===== config.mk =====
export PLATFORM = sky130hd
export DESIGN_NAME = jk_excitation_driver
export DESIGN_NICKNAME = d
export VERILOG_FILES = /design/src/rtl/jk_excitation_driver.sv
export SDC_FILE = /design/constraint.sdc
export NUM_CORES = 1
export LEC_CHECK = 0
export ABC_AREA = 1
export BUFFER_PORTS_ARGS = -buffer_cell sky130_fd_sc_hd__buf_2
export CORE_UTILIZATION = 25
export DETAILED_ROUTE_END_ITERATION = 10
export SETUP_SLACK_MARGIN = 0.4
export SLEW_MARGIN = 20
export SYNTH_ARGS = -nofsm -noshare
export SYNTH_HDL_FRONTEND = slang
export SYNTH_SLANG_ARGS = --single-unit

===== constraint.sdc =====
create_clock -name clk -period 2.5 [get_ports clk]
set_input_delay 0.5 -clock clk [delete_from_list [all_inputs] [get_ports clk]]
set_output_delay 0.5 -clock clk [all_outputs]
set_load 0.02 [all_outputs]

===== src/rtl/jk_excitation_driver.sv =====
// Drives J/K for a bank of JK flops from a queue of desired next-state vectors,
// then checks the flop outputs one cycle after the drive edge.
module jk_excitation_driver #(
  parameter int WIDTH      = 4,
  parameter int FIFO_DEPTH = 4,
  parameter int DC_MODE    = 0
) (
  input  logic             clk,
  input  logic             rst_n,
  input  logic             tgt_valid,
  output logic             tgt_ready,
  input  logic [WIDTH-1:0] tgt_data,
  output logic [WIDTH-1:0] j_out,
  output logic [WIDTH-1:0] k_out,
  input  logic [WIDTH-1:0] q_in,
  input  logic             err_clr,
  output logic             err,
  output logic [WIDTH-1:0] err_mask,
  output logic [15:0]      done_cnt,
  output logic             busy
);

  localparam int PTR_W = $clog2(FIFO_DEPTH);
  localparam int CNT_W = PTR_W + 1;
  localparam logic [CNT_W-1:0] DEPTH_C = CNT_W'(FIFO_DEPTH);

  typedef enum logic [1:0] {
    S_IDLE  = 2'd0,
    S_DRIVE = 2'd1,
    S_CHECK = 2'd2
  } state_t;

  state_t           state_q, state_d;
  logic [WIDTH-1:0] fifo_mem_q [FIFO_DEPTH];
  logic [PTR_W-1:0] wr_ptr_q, wr_ptr_d;
  logic [PTR_W-1:0] rd_ptr_q, rd_ptr_d;
  logic [CNT_W-1:0] count_q, count_d;
  logic [WIDTH-1:0] tgt_q, tgt_d;
  logic [WIDTH-1:0] j_q, j_d;
  logic [WIDTH-1:0] k_q, k_d;
  logic             err_q, err_d;
  logic [WIDTH-1:0] err_mask_q, err_mask_d;
  logic [15:0]      done_cnt_q, done_cnt_d;

  logic             fifo_full;
  logic             fifo_empty;
  logic             push;
  logic             pop;
  logic             chk;
  logic [WIDTH-1:0] head;
  logic [WIDTH-1:0] j_exc;
  logic [WIDTH-1:0] k_exc;
  logic [WIDTH-1:0] mismatch;

  assign fifo_full  = (count_q == DEPTH_C);
  assign fifo_empty = (count_q == '0);
  assign push       = tgt_valid & ~fifo_full;
  assign head       = fifo_mem_q[rd_ptr_q];
  assign mismatch   = q_in ^ tgt_q;

  // Excitation from present Q; DC_MODE only decides how the don't-care input is filled.
  always_comb begin
    j_exc = ~q_in & head;
    k_exc = q_in & ~head;
    if (DC_MODE != 0) begin
      j_exc = q_in | head;
      k_exc = ~q_in | ~head;
    end
  end

  always_comb begin
    wr_ptr_d = wr_ptr_q;
    rd_ptr_d = rd_ptr_q;
    count_d  = count_q;
    if (push) begin
      wr_ptr_d = wr_ptr_q + PTR_W'(1);
    end
    if (pop) begin
      rd_ptr_d = rd_ptr_q + PTR_W'(1);
    end
    case ({push, pop})
      2'b10:   count_d = count_q + CNT_W'(1);
      2'b01:   count_d = count_q - CNT_W'(1);
      default: count_d = count_q;
    endcase
  end

  always_ff @(posedge clk) begin
    if (push) begin
      fifo_mem_q[wr_ptr_q] <= tgt_data;
    end
  end

  always_comb begin
    state_d = state_q;
    tgt_d   = tgt_q;
    j_d     = '0;
    k_d     = '0;
    pop     = 1'b0;
    chk     = 1'b0;
    case (state_q)
      S_IDLE: begin
        if (!fifo_empty) begin
          pop     = 1'b1;
          tgt_d   = head;
          j_d     = j_exc;
          k_d     = k_exc;
          state_d = S_DRIVE;
        end
      end
      S_DRIVE: begin
        state_d = S_CHECK;
      end
      S_CHECK: begin
        chk = 1'b1;
        if (!fifo_empty) begin
          pop     = 1'b1;
          tgt_d   = head;
          j_d     = j_exc;
          k_d     = k_exc;
          state_d = S_DRIVE;
        end else begin
          state_d = S_IDLE;
        end
      end
      default: begin
        state_d = S_IDLE;
      end
    endcase
  end

  // A clear coinciding with a check keeps only that check's mismatch bits.
  always_comb begin
    err_d      = err_q;
    err_mask_d = err_mask_q;
    done_cnt_d = done_cnt_q;
    if (err_clr) begin
      err_d      = chk & (|mismatch);
      err_mask_d = chk ? mismatch : '0;
    end else if (chk) begin
      err_d      = err_q | (|mismatch);
      err_mask_d = err_mask_q | mismatch;
    end
    if (chk && (done_cnt_q != 16'hFFFF)) begin
      done_cnt_d = done_cnt_q + 16'd1;
    end
  end

  always_ff @(posedge clk or negedge rst_n) begin
    if (!rst_n) begin
      state_q    <= S_IDLE;
      wr_ptr_q   <= '0;
      rd_ptr_q   <= '0;
      count_q    <= '0;
      tgt_q      <= '0;
      j_q        <= '0;
      k_q        <= '0;
      err_q      <= 1'b0;
      err_mask_q <= '0;
      done_cnt_q <= '0;
    end else begin
      state_q    <= state_d;
      wr_ptr_q   <= wr_ptr_d;
      rd_ptr_q   <= rd_ptr_d;
      count_q    <= count_d;
      tgt_q      <= tgt_d;
      j_q        <= j_d;
      k_q        <= k_d;
      err_q      <= err_d;
      err_mask_q <= err_mask_d;
      done_cnt_q <= done_cnt_d;
    end
  end

  assign tgt_ready = ~fifo_full;
  assign j_out     = j_q;
  assign k_out     = k_q;
  assign err       = err_q;
  assign err_mask  = err_mask_q;
  assign done_cnt  = done_cnt_q;
  assign busy      = (state_q != S_IDLE) | ~fifo_empty;

endmodule


After elaboration in Yosys (flattened, before gate mapping):

Memories as Yosys holds them, arrays and structs flattened.
Cells that the tools add are included.

* memories kept: 1
* memory bits (writable): 16
* word-level logic and storage cells: 62
* bits of input ports: 12
* register bits after elaboration: 42

* bitwise gates (word level): 12
* add/subtract/negate cells: 5
* reduce and logical (&&, ||, !) cells: 9
* equal/unequal tests: 7
* muxes and demuxes: 18

Memory list
* fifo_mem_q: words 4, bits a word 4, read ports 1, clocked after Yosys merged registers in 0, wr ports 1, RTL line 34 `logic [WIDTH-1:0] fifo_mem_q [FIFO_DEPTH];`

Operator list (count)
* two-way mux 4 bit: 7
* adder 16 x 1 -> 16 bit (second input constant): 1
* != test 16 bit (second input constant): 1
* AND 4 bit: 2
* two-way mux 1 bit: 8
* NOT 4 bit: 2
* one-hot mux 2 bit (3 select lines): 1
* one-hot mux 3 bit (2 select lines): 1
* nonzero test 2 bit: 3
* adder 2 x 1 -> 2 bit (second input constant): 2
* == test 2 x 1 -> 1 bit (second input constant): 2
* == test 2 bit (second input constant): 2
* OR 4 bit: 1
* OR reduction 4 bit: 1
* XOR 4 bit: 1
* adder 3 x 1 -> 3 bit (second input constant): 1
* == test 3 bit (second input constant): 1
* zero test 3 bit: 1
* subtractor 3 x 1 -> 3 bit (second input constant): 1
* AND 1 bit: 2
* zero test 2 bit: 1
* two-way mux 2 bit: 1
* != test 2 bit (second input constant): 1
* NOT 1 bit: 2
* other kinds (4): 5

Longest topological paths before layout:

Gate-level depths: netlist of run 1.

* word-level depth: 5
* depth in mapped cells: 10

Least setup slack after synthesis of run 1:

OpenSTA, ideal clock, no wires.

* kind: register to register
* from: register count_q[0]
* to: register count_q[2]
* setup slack: 0.456 ns
* data required time: 2.369 ns
* period minus slack after synthesis: 2.044 ns
* buffers on the path: 0
* stages on the path, launching flop included: 10
* library setup time: 0.131 ns
* arrival: 1.914 ns
* path through: dfrtp_1 > inv_1 > nand3_1 > nand2_1 > ha_1 > inv_1 > fa_1 > a21oi_1 > o21ai_0 > xor2_1

* word-level cells in the longest chain between the ends: 5
* elaborated cells between the ends (all ways): 12

RTL lines
* start: declaration: RTL line 37 `logic [CNT_W-1:0] count_q, count_d;`
* start signal: assignment: RTL line 165 `count_q <= count_d;`
* == test 3 bit *: RTL line 55 `assign fifo_full = (count_q == DEPTH_C);`
* NOT 1 bit *
* named net tgt_ready: RTL line 11 `output logic tgt_ready,`
* AND 1 bit *: RTL line 57 `assign push = tgt_valid & ~fifo_full;`
* == test 2 x 1 -> 1 bit / == test 2 bit (equally long branches): RTL line 81 `case ({push, pop})`
* one-hot mux 3 bit (2 select lines) / nonzero test 2 bit (equally long branches)

Mark *: on every way through the listed nets, which the timed path passes. The rest lies on a longest branch.
A chain may end at the register's enable or synchronous reset.

Worst setup path in the final report of run 1:

* from: register count_q[1]
* to: register count_q[2]

* word-level cells in the longest chain between the ends: 5
* elaborated cells between the ends (all ways): 12

RTL lines (RTL line)
* zero test 3 bit / == test 3 bit (equally long branches): 56, 55
* two-way mux 1 bit / NOT 1 bit (equally long branches): 103, 116, 57
* two-way mux 1 bit / AND 1 bit (equally long branches)
* == test 2 x 1 -> 1 bit / == test 2 bit (equally long branches): 81
* one-hot mux 3 bit (2 select lines) / nonzero test 2 bit (equally long branches)

Several ways; a longest one is shown, not always the timed one.

==> results.env, run 1 <==
STATUS='finished clean'
MIN_PERIOD_OVER_PERIOD=0.7627
POWER-PER-CELL-AREA_nW_PER_UM2=1118
WORSTSETUPENDPOINTTYPE='flip-flop'
WORST-SETUP-PATH-TYPE='reg -> reg'
PORT_BUFFERS=42
WL_MICRONS=5711
DIE-WIDTH_MICRONS=105.8
CLK_PIN_SLEW_WORST_PATHS_NS=0.08
CP_DATA_ARRIVAL_TIME_NS=2.11
CTS.SINKS=58
TRITONCTS.NUM_BUFFERS=9
HPWL_MICRONS=4221
WORST_PIN_SLEW_NS=0.5969
SYNTH_CELLS=295
REPORT.FINAL.SETUP_VIOL=0
DRV_CAP=0
RSZ_0062_RAISED_AFTER_GLOBAL_ROUTING='no'
NUMBER_OF_DETAILED_ROUTE_ITERATIONS_IN_THE_FIRST_PASS=4
CRITICAL_PATH.CELL_CHAIN='inv_1 -> nand3_2 -> nand2_4 -> ha_1 -> inv_1 -> fa_1 -> a21oi_1 -> o21ai_1 -> xor2_1'
FINAL_CELLS=491
R2R-START='count_q[1]$_DFFE_PN0P_'
SYNTHTOLAYOUTAREAGROWTH_PCT=23.63
ROUTABILITYCONGESTION=0.7760
VDD_DROP_MAX_mV=0.5348
ROUTED_VIA_DENSITY=4.183
DP.CELLS=475
CTS-HOLD-FIX-BUFFERS=0
FP.DIEAREA_SQ_UM=11200
CRIT_SLOWEST_CELL='fa_1'
YS.WARNINGS.COUNT=0
SYNTH.CELL_AREA_SQ_UM=2695
SITE_ROWS=37
FLOORPLAN.CORE_AREA_SQ_UM=10370
FIRST_GLOBAL_VIAS=2042
SYNTH_ENABLE_FLOP_CELLS=16
CTS-HTREE-LEVELS=3
INITIAL_CORE_UTILIZATION=0.2599
FINALWORSTPATHREQUIREDPERIOD_NS=1.907
START_KIND='flip-flop'
SLOWEST_DELAY_NS=0.39
CLOCK_LATENCY_NS=0.34
TIMING.FINAL.HOLD_VIOLATIONS=0
MIN-DELAY-PATH-CLASS='in -> async'
TIMING.FMAX_GHz=0.5245
CHIP_HEIGHT_MICRONS=105.8
SYNTH_ASYNC_SR_FLOP_SHARE=0.7241
SLEW_HEADROOM=0.6021
NET_COUNT_OF_THE_FINISHED_LAYOUT=369
CRITPATHBUFINV=2
NETLIST.TOP_CELL.BY_AREA='dfrtp_1'
VIAS=2054
POST-SYNTH-TOP-COUNT-CELL='nand2_1'
DRT_DRC_VIOLATIONS_LEFT=0
INSERTEDDIODECOUNT=0
NETLIST_TOP_CELLS_COUNT='nand2_1, dfrtp_1, nor2_1'
TIMING.FINAL.MAX_SLEW_VIOLATIONS=0
LEAKAGEPOWER_nW=1.577
TOP_LEVEL_PORTS=43
GRT_USAGE=0.1134
WORST-PATH-MAX-FANOUT=8
SETUP-TNS-FINAL_NS=0
SYNTH_SEQUENTIAL_AREA_RATIO=0.5682
TIMING.CRITICAL_PATH.FROM='count_q[1]$_DFFE_PN0P_'
CP_COMMON_CELL='inv_1'
CP_TOP_FAMILY='adder cells'
WORST_CLOCK_SKEW_NS=0.01080
DRT-WIRELENGTH-PER-CELL_MICRONS=11.63
POST_CTS_SETUP_REPAIR_BUFFER_COUNT=0
GRT.OVERFLOW.TOTAL=0
POST_SYNTH.CELL_AREA_AVG_SQ_UM=9.136
ANTENNA_FOUND_INITIAL=0
DETAIL-ROUTE-ANTENNA-NETS=0
GRT_MAX_DEGREE=26
SYN-NUM-NETS=314
CTS_ROOT_BUF='clkbuf_8'
GRT_FIRST_PASS_WIRELENGTH_MICRONS=9673
LAYOUT-DRIVE-GT1-SHARE=0.2254
SYNTHESIS_STAGE_REGISTER_BIT_COUNT=58
SYNTH_LARGEST_TYPE_AREA_FRACTION=0.3900
CTS.PATH.MAX_BUFFERS=2
WORSTPATHREQUIRED_NS=2.71
TRITONCTS='done'
SYNTH.DISTINCT_CELLS=25
SYNTH.AREA.TOP_CELLS='dfrtp_1, edfxtp_1, nand2_1'
YOSYS_MOST_USED_DFF='dfrtp_1'
DRT-INITIAL-DRC-COUNT=78
==> cells in the final DEF (no fill, tap or decap), drive strengths merged <==
master / netlist / final
edfxtp: 16 / 16
buf: 3 / 47
o22ai: 1 / 1
clkinvlp: 0 / 1
nand2: 99 / 99
dfrtp: 42 / 42
ha: 6 / 6
inv: 30 / 31
clkinv: 2 / 5
xor2: 7 / 7
o21ai: 15 / 15
nand4: 5 / 5
clkbuf: 0 / 9
a21oi: 5 / 5
fa: 1 / 1
nor2: 35 / 35
o21a: 1 / 1
xnor2: 8 / 8
bufinv: 0 / 2
nand3: 19 / 19
==> sequential cells by signal, summed over array words and instances (netlist names) <==
name	cells
j_out	4
err_mask	4
rd_ptr_q	2
done_cnt	16
tgt_q	4
state_q	2
err	1
count_q	3
fifo_mem_q	16
k_out	4
wr_ptr_q	2
==> stage by stage <==
stage	hold WS (ns)	power (mW)	setup slack (ns)	util	area (sq um)
floorplan	0.2044	2.347	0.4556	-	2695
global placement	0.4126	2.710	0.5432	0.2975	3085
detailed placement	0.4170	2.751	0.4422	0.2975	3085
CTS	0.1713	3.758	0.4291	0.3194	3312
global route	0.2004	4.006	0.4106	0.3213	3332
finish	0.1661	3.726	0.5933	0.3213	3332
==> final cells by class <==
class                      instances  area, sq um
clock inverter                     7        102.6
multi-input combinational        202         1036
tap                              136        170.2
sequential                        58         1531
timing repair buffer              47        247.7
fill                            1108         7038
inverter                          32        120.1
clock buffer                       9        123.9
==> report_power, final <==
| part | internal [mW] | switching, mW | leakage (nW) |
|---|---|---|---|
| Clock | 0.569 | 0.409 | 0.110 |
| Combinational | 0.443 | 0.846 | 0.775 |
| Sequential | 1.27 | 0.193 | 0.692 |
| Total | 2.28 | 1.45 | 1.58 |
==> cell families (layout without fill, tap and decap cells) <==
group / count (synthesis) / count (layout) / share of synthesized area
and+or+nand+nor: 158 / 158 / 0.2465
xor gates and xnor gates: 15 / 15 / 0.04875
adders and majority gates: 7 / 7 / 0.03528
AOI/OAI and AO/OA: 22 / 22 / 0.04643
DFF: 58 / 58 / 0.5682
buffers and inverters: 35 / 95 / 0.05478
==> path summary, 6_finish.rpt <==
| path | to | depth (start not counted) | slack, ns |
|---|---|---|---|
| min reg2reg | state_q[1]$_DFFE_PN0P_ | 1 | 0.42 |
| max in group asynchronous | err_mask[0]$_DFFE_PN0P_ | 2 | 1.76 |
| max reg2reg | count_q[2]$_DFFE_PN0P_ | 9 | 0.59 |
| max | count_q[2]$_DFFE_PN0P_ | 9 | 0.59 |
| min in group clk | fifo_mem_q[1][2]$_DFFE_PP_ | 1 | 0.37 |
| min | k_out[2]$_DFF_PN0_ | 1 | 0.17 |
==> repair_timing <==
action	in CTS	in global routing
gates resized for setup	0	7
setup endpoints to repair	0	2
endpoints found under the hold margin	0	0
==> routing by layer <==
layer / GRT usage / vias to the layer above / wire length (microns)
li1: - / 1041 / -
met1: 0.1256 / 955 / 2436
met2: 0.2031 / 50 / 2923
met3: 0.03587 / 8 / 290
met4: 0.03968 / 0 / 61
met5: 0 / - / 0
No activity file was read; power rests on OpenSTA's default activity.
==> run 2: changes to the inputs <==
clock period = 1.5 ns   (was 2.5 ns; I/O delays follow)
==> results.env, run 2 (synthesis gave the netlist of run 1 again) <==
INITIAL_CORE_UTILIZATION=0.2599
WORSTPATHREQUIRED_NS=1.72
SLEW_HEADROOM=0.8036
CHIP_HEIGHT_MICRONS=105.8
TOP_LEVEL_PORTS=43
CLOCK_LATENCY_NS=0.34
MIN_PERIOD_OVER_PERIOD=1.105
DIE-WIDTH_MICRONS=105.8
HPWL_MICRONS=4441
CTS.SINKS=58
DP.CELLS=496
DETAIL-ROUTE-ANTENNA-NETS=0
FINALWORSTPATHREQUIREDPERIOD_NS=1.658
WORST-SETUP-PATH-TYPE='reg -> reg'
LAYOUT-DRIVE-GT1-SHARE=0.5545
LEADING_CELL_TYPES_IN_THE_LAYOUT_FILL_AND_TAPS_EXCLUDED='nand2_1, buf_6, buf_4'
STATUS='finished, violations left'
TOTAL_DESIGN_POWER_mW=8.691
WORST_CLOCK_SKEW_NS=0.01166
INSERTEDDIODECOUNT=0
LEAKAGEPOWER_nW=2.087
WL_MICRONS=7055
TIMING.FMAX_GHz=0.6033
DRT-INITIAL-DRC-COUNT=96
TIMING.FINAL.HOLD_VIOLATIONS=0
DRT-WIRELENGTH-PER-CELL_MICRONS=12.64
FIRST_GLOBAL_VIAS=2422
DRT_DRC_VIOLATIONS_LEFT=0
TRITONCTS.NUM_BUFFERS=9
SYNTHTOLAYOUTAREAGROWTH_PCT=70.47
SITE_ROWS=37
FINALWORSTSETUPSLACK_NS=-0.1576
MIN-DELAY-PATH-CLASS='in -> reg'
WORST_PIN_SLEW_NS=0.2936
START_KIND='flip-flop'
NET_COUNT_OF_THE_FINISHED_LAYOUT=436
ANTENNA_FOUND_INITIAL=0
FP.DIEAREA_SQ_UM=11200
GRT.OVERFLOW.TOTAL=0
CP_DATA_ARRIVAL_TIME_NS=1.88
WORSTSETUPENDPOINTTYPE='flip-flop'
VDD_DROP_MAX_mV=0.9029
PORT_BUFFERS=42
VIAS=2414
FAILED_CHECKS='negative setup slack'
POWER-PER-CELL-AREA_nW_PER_UM2=1892
GRT_MAX_DEGREE=20
SLOWEST_DELAY_NS=0.37
ROUTED_VIA_DENSITY=4.326
FINAL_CELLS=558
CLK_PIN_SLEW_WORST_PATHS_NS=0.07
DRV_CAP=0
GRT_USAGE=0.1305
CTS-HTREE-LEVELS=3
CRIT_SLOWEST_CELL='dfrtp_1'
REPORT.FINAL.SETUP_VIOL=16
NUMBER_OF_DETAILED_ROUTE_ITERATIONS_IN_THE_FIRST_PASS=4
FLOORPLAN.CORE_AREA_SQ_UM=10370
TRITONCTS='done'
GRT_FIRST_PASS_WIRELENGTH_MICRONS=11370
CTS_ROOT_BUF='clkbuf_8'
TIMING.FINAL.MAX_SLEW_VIOLATIONS=0
WORST-PATH-MAX-FANOUT=3
ROUTABILITYCONGESTION=0.8208
CTS.PATH.MAX_BUFFERS=2
CRITICAL_PATH.CELL_CHAIN='inv_2 -> nand3_4 -> nand2_4 -> clkinv_4 -> ha_4 -> inv_2 -> fa_2 -> a21oi_2 -> o21ai_1 -> xor2_1'
N_FILL_CELL=969
CP_COMMON_CELL='inv_2'
RSZ_0062_RAISED_AFTER_GLOBAL_ROUTING='yes'
[run 2: area by class of cell]
cell class / instances / area, sq um / share of cell area
Timing Repair inverter: 1 / 11.26 / 0.002451
Multi-Input combinational cell: 202 / 1418 / 0.3086
Clock buffer: 10 / 127.6 / 0.02778
Timing Repair Buffer: 113 / 1094 / 0.2380
Tap cell: 136 / 170.2 / 0.03704
Inverter: 32 / 137.6 / 0.02996
Clock inverter: 6 / 91.34 / 0.01988
Sequential cell: 58 / 1545 / 0.3363
[run 2: metrics by stage]
stage            util  cell area [sq um]  hold slack [ns]  setup TNS, ns  setup WS (ns)
3_3_place_gp   0.3214               3333           0.2773        -0.1663        -0.1268
6_report       0.4431               4594           0.1792        -0.6753        -0.1576
4_1_cts        0.4060               4210           0.1554        -0.4283        -0.1669
2_1_floorplan       -               2785         0.004409        -0.3192        -0.2043
5_1_grt        0.4431               4594           0.1659         -1.827        -0.2696
3_5_place_dp   0.3214               3333           0.2766        -0.2459        -0.1420
[run 2: repair_timing]
item | in CTS | in global routing
endpoints found under the setup margin | 85 | 102
pin swaps | 24 | 19
hold buffers | 1 | 0
setup buffers | 26 | 16
resized for setup | 136 | 76
gates cloned | 2 | 1
hold endpoints to repair | 17 | 0
[run 2: per-layer routing]
layer  wire (microns)  track usage  vias up  part of all wire
met3              324      0.03772       12             0.046
li1                 -            -     1181                 -
met4               99      0.04563        0             0.014
met5                0            0        -                 0
met2             3825       0.2330       56              0.54
met1             2806       0.1475     1165              0.40
[run 2: worst paths after layout]
check                                        from                    endpoint  slack [ns]  cells after the start
max                        count_q[1]$_DFFE_PN0P_      count_q[2]$_DFFE_PN0P_       -0.16                     10
min in group asynchronous                   rst_n     done_cnt[4]$_DFFE_PN0P_        0.41                      2
min reg2reg                state_q[1]$_DFFE_PN0P_      state_q[1]$_DFFE_PN0P_        0.42                      1
min                                   tgt_data[0]  fifo_mem_q[1][0]$_DFFE_PP_        0.18                      1
max reg2reg                count_q[1]$_DFFE_PN0P_      count_q[2]$_DFFE_PN0P_       -0.16                     10
max in group asynchronous                   rst_n     rd_ptr_q[1]$_DFFE_PN0P_        0.58                      3
[run 2: critical path: cells and delay by family, from the launching register on]
| family | cells | cell delay, ns |
|---|---|---|
| AOI/OAI and AO/OA | 2 | 0.20 |
| xor gates and xnor gates | 1 | 0.14 |
| adders and majority gates | 2 | 0.47 |
| buffers and inverters | 3 | 0.19 |
| DFF | 1 | 0.37 |
| and+or+nand+nor | 2 | 0.18 |
[run 2: where the power goes]
part           switching (mW)  internal [mW]
combinational            2.31           2.28
sequential              0.376           2.13
clock                   0.656          0.938
total                    3.35           5.34
